$ cat src/rtl/seven_seg_bus_writer.sv
// Bus-master sequencer: writes the four nibbles of a 16-bit display value as
// byte writes to consecutive peripheral addresses, with an optional idle gap between writes.
`timescale 1ns/1ps
module seven_seg_bus_writer #(
    parameter logic [7:0]  BASE_ADDR  = 8'hD0,
    parameter int unsigned GAP_CYCLES = 2
) (
    input  logic        i_clk,
    input  logic        i_reset,
    input  logic        i_start,
    input  logic [15:0] i_value,
    output logic        o_busy,
    output logic        o_done,
    output logic        o_bus_req,
    input  logic        i_bus_gnt,
    output logic [7:0]  o_bus_addr,
    output logic [7:0]  o_bus_data,
    output logic        o_bus_we
);

    typedef enum logic [2:0] {
        S_IDLE,
        S_REQ,
        S_WRITE,
        S_GAP,
        S_DONE
    } state_t;

    localparam logic [7:0] GAP_LOAD = (GAP_CYCLES == 0) ? 8'd0 : 8'(GAP_CYCLES - 1);

    state_t      r_state;
    state_t      w_next_state;
    logic [1:0]  r_idx;
    logic [1:0]  w_next_idx;
    logic [7:0]  r_gap;
    logic [7:0]  w_next_gap;
    logic [15:0] r_value;
    logic [3:0]  w_nibble;

    // NOTE: state uses non-blocking assignments and an asynchronous reset so every
    // output, being decoded from registers only, drops the instant reset rises.
    always_ff @(posedge i_clk or posedge i_reset) begin
        if (i_reset) begin
            r_state <= S_IDLE;
            r_idx   <= 2'd0;
            r_gap   <= 8'd0;
            r_value <= 16'h0000;
        end else begin
            r_state <= w_next_state;
            r_idx   <= w_next_idx;
            r_gap   <= w_next_gap;
            if (r_state == S_IDLE && i_start) begin
                r_value <= i_value;
            end
        end
    end

    // NOTE: every signal written here gets a default first, so no path infers a latch.
    always_comb begin
        w_next_state = r_state;
        w_next_idx   = r_idx;
        w_next_gap   = r_gap;
        unique case (r_state)
            S_IDLE: begin
                if (i_start) begin
                    w_next_state = S_REQ;
                    w_next_idx   = 2'd0;
                end
            end
            S_REQ: begin
                if (i_bus_gnt) begin
                    w_next_state = S_WRITE;
                end
            end
            S_WRITE: begin
                if (r_idx == 2'd3) begin
                    w_next_state = S_DONE;
                end else begin
                    w_next_idx = r_idx + 2'd1;
                    if (GAP_CYCLES == 0) begin
                        w_next_state = i_bus_gnt ? S_WRITE : S_REQ;
                    end else begin
                        w_next_state = S_GAP;
                        w_next_gap   = GAP_LOAD;
                    end
                end
            end
            S_GAP: begin
                // Losing the grant mid-gap re-arbitrates; idx already points at the next digit.
                if (!i_bus_gnt) begin
                    w_next_state = S_REQ;
                end else if (r_gap == 8'd0) begin
                    w_next_state = S_WRITE;
                end else begin
                    w_next_gap = r_gap - 8'd1;
                end
            end
            S_DONE: begin
                w_next_state = S_IDLE;
            end
            default: begin
                w_next_state = S_IDLE;
            end
        endcase
    end

    assign w_nibble   = r_value[{r_idx, 2'b00} +: 4];
    assign o_busy     = (r_state != S_IDLE);
    assign o_done     = (r_state == S_DONE);
    assign o_bus_req  = (r_state == S_REQ) || (r_state == S_WRITE) || (r_state == S_GAP);
    assign o_bus_we   = (r_state == S_WRITE);
    assign o_bus_addr = o_bus_we ? (BASE_ADDR + {6'd0, r_idx}) : 8'h00;
    assign o_bus_data = o_bus_we ? {4'h0, w_nibble} : 8'h00;

endmodule

$ cat config.mk
export PLATFORM = sky130hd
export DESIGN_NAME = seven_seg_bus_writer
export DESIGN_NICKNAME = d
export VERILOG_FILES = /design/src/rtl/seven_seg_bus_writer.sv
export SDC_FILE = /design/constraint.sdc
export NUM_CORES = 1
export LEC_CHECK = 0
export BUFFER_PORTS_ARGS = -buffer_cell sky130_fd_sc_hd__buf_4
export CAP_MARGIN = 25
export CORE_MARGIN = 2
export CORE_UTILIZATION = 47
export DETAILED_ROUTE_END_ITERATION = 16
export GPL_ROUTABILITY_DRIVEN = 0
export MAX_ROUTING_LAYER = met4
export PLACE_DENSITY = 0.75
export SLEW_MARGIN = 15
export SYNTH_ARGS = -nofsm -noshare
export SYNTH_HDL_FRONTEND = slang
export SYNTH_SLANG_ARGS = --single-unit
$ cat constraint.sdc
create_clock -name i_clk -period 1.7 [get_ports i_clk]
set_clock_uncertainty 0.05 [all_clocks]
set_input_delay 0.17 -clock i_clk [delete_from_list [all_inputs] [get_ports i_clk]]
set_output_delay 0.17 -clock i_clk [all_outputs]
set_load 0.02 [all_outputs]
==> metrics.yaml <==
outcome:
  status: "finished, violations left"
  violations: "negative hold slack, negative setup slack"
sta:
  period_share_pct: 113.8
  drv_slew: 0
  max_freq_mhz: 516.8
  setup_ws_ps: -234.9
  finalSetupViolCount: 36
  final-hold-violation-count: 1
  rsz0062_at_grt: "true"
  timing.final.crit_period_ps: 1935
  whs_ps: -3.985
cts:
  clkSlewWorstSetupHoldPaths_ps: 100
  cts_tree: "done"
  cts-root-buf: "clkbuf_4"
  numCtsBuffers: 5
  cts_sinks: 29
  insertion_delay_ps: 350
  clock_path_buffers: 2
  h-tree-depth: 2
flow_run:
  max-cap-violations: 0
place:
  placed_area_mm2: 0.002018
  io_buffers: 32
  place_hpwl_mm: 2.549
  dp_slack_ps: -80.17
  dp_cells: 226
synthesis:
  synth-xor-area-share_pct: 0.5578
  seq_area_frac_synth_pct: 46.22
  synthDistinctLibCells: 32
  syn_inst: 138
  synthSimpleGateAreaFrac_pct: 17.05
  synth-compound-area-share_pct: 8.127
  avgSynthCellArea_um2: 11.38
  muxShareOfSynthArea_pct: 17.85
  synth-seq-cells: 29
  synthAdderAreaFrac_pct: 2.390
  syn_area_mm2: 0.001570
  yosysWarnings: 0
  synth_top_family_by_area: "multiplexers"
final_layout:
  final_cell_mix: "buf_4, dfrtp_1, buf_6, mux2_4"
  n_antenna_cell: 0
  nets: 244
  syn2layout_area_growth_pct: 71.16
  stdcell_area_mm2: 0.002688
  final_common_cell: "buf_4"
  finalNonFillerCells: 266
  drive_gt1_share_pct: 64.86
power_and_ir_drop:
  p_leak_uw: 0.001241
  power_per_cell_area_mw_per_mm2: 1950
  peakVddDrop_uv: 1178
critical_path:
  path_cells: "and2b_1, buf_6, nor2b_4, buf_6, and2_4, buf_6"
  cpLargestDelayFamily: "simple AND/OR/NAND/NOR gates"
  path_buf_inv: 3
  path_class: "reg2out"
  max_stage_delay_ps: 410
  cp-end-kind: "output pin"
  cp.required_ps: 1480
  critPathSlowestCell: "dfrtp_1"
  cp-start-kind: "flop"
  cp.arrival_ps: 1710
  crit_fanout: 6
  crit_top_cell: "buf_6"
global_route:
  grt_pass1_wl_mm: 7.003
  grt_pass1_vias: 1381
  grt_max_degree: 30
  antenna_found_initial: 0
  grtUsageTotal_pct: 26.94
  grt_overflow_total: 0
route:
  antenna_left: 0
  wl_per_cell_um: 20.63
  top_layer_used: "met4"
  wl_met3_um: 351
  drcViolationCount: 0
  route.vias.total: 1506
  drt_pass1_iterations: 4
  wl_met1_mm: 2.053
  dr_wl_met2_mm: 2.923
  wirelength_mm: 5.488
  viasPerCell: 5.662
  drt-initial-drc-count: 99
die:
  core-area_mm2: 0.003128
  ios: 40
  start_util_pct: 50.20
  dieHeight_um: 61.80
  die_x_um: 61.80
  fp.dieArea_mm2: 0.003819
  num_rows: 20
worst_hold_path:
  hp-class: "in2reg"
[per-stage QoR]
stage               setup TNS (ps)  hold WS, ps  power [uW]  utilization (%)
floorplan                    -1160        198.1        2588                -
global placement            -21.62        212.4        3155            64.52
detailed placement          -242.3        218.5        3293            64.52
CTS                          -1443        1.935        4529            77.60
global route                 -7302       -11.69        5452            85.92
finish                       -6214       -3.985        5242            85.92
[power breakdown]
part           switching [uW]  internal [uW]
clock network             258            351
registers                 286           1010
logic                    1410           1920
[registers in the layout, indices dropped and copies added, names as in the netlist]
signal   count
r_gap        8
r_idx        2
r_state      3
r_value     16
[kinds of logic (layout without fill, tap and decap cells)]
logic type	Yosys count	after routing
compound gates	21	21
xor+xnor	1	1
fa+ha+maj	3	3
buf+inv	21	99
flops	29	29
mux	21	21
other cells	1	7
simple gates	41	41
[cell type report]
type / instances / area (um2)
timing repair buffer: 85 / 815.8
clock inverter: 1 / 30.03
sequential: 29 / 726.9
inverter: 6 / 22.52
tap: 44 / 55.05
clock buffer: 7 / 55.05
fill: 155 / 440.4
multi-input combinational: 94 / 982.2
[worst paths after layout]
check	start	to	slack [ps]	cells after the start
setup / recovery	r_state[2]	o_bus_data[2]	-230	6
hold / removal	i_value[11]	r_value[11]	-4	2
setup reg to reg	r_idx[0]	r_gap[6]	-200	8
hold reg to reg	r_value[10]	r_value[10]	470	1
max in group asynchronous	i_reset	r_state[0]	880	4
min in group asynchronous	i_reset	r_value[0]	400	4
[cells in the mapped netlist, drive strengths merged]
cell    instances  area, um2
clkbuf          3      11.26
o31ai           6      45.04
o311ai          1      8.760
nor2b           1      6.260
o21ai           4      20.02
nor4            1      6.260
inv             6      22.52
a22o            1      8.760
nand3b          2      15.01
mux2i           1      10.01
mux2           16      180.2
ha              3      37.54
or3b            1      8.760
a21oi           9      45.04
conb            1      3.750
mux4            4      90.09
or3             6      47.54
buf            12      85.08
nor3            1      5.000
nor2            7      33.78
nand2           3      11.26
nand2b          1      6.260
or2             1      6.260
xnor2           1      8.760
or4             6      45.04
dfrtp          29      725.7
and2b           1      7.510
nor3b           1      12.51
and2            9      56.30
[metal layers]
metal / vias up / global-route usage [%]
li1: 644 / -
met1: 754 / 34.08
met2: 87 / 42.86
met3: 21 / 6.418
met4: 0 / 8.511
met5: - / -
[what timing repair did]
| action | 4_1_cts | 5_1_grt |
|---|---|---|
| gates resized for setup | 41 | 29 |
| hold buffers | 5 | 2 |
| setup endpoints to repair | 18 | 38 |
| pin swaps | 11 | 11 |
| setup buffers | 12 | 9 |
| gates cloned | 2 | 4 |
| endpoints found under the hold margin | 33 | 2 |
(Power assumes the default switching activity.)
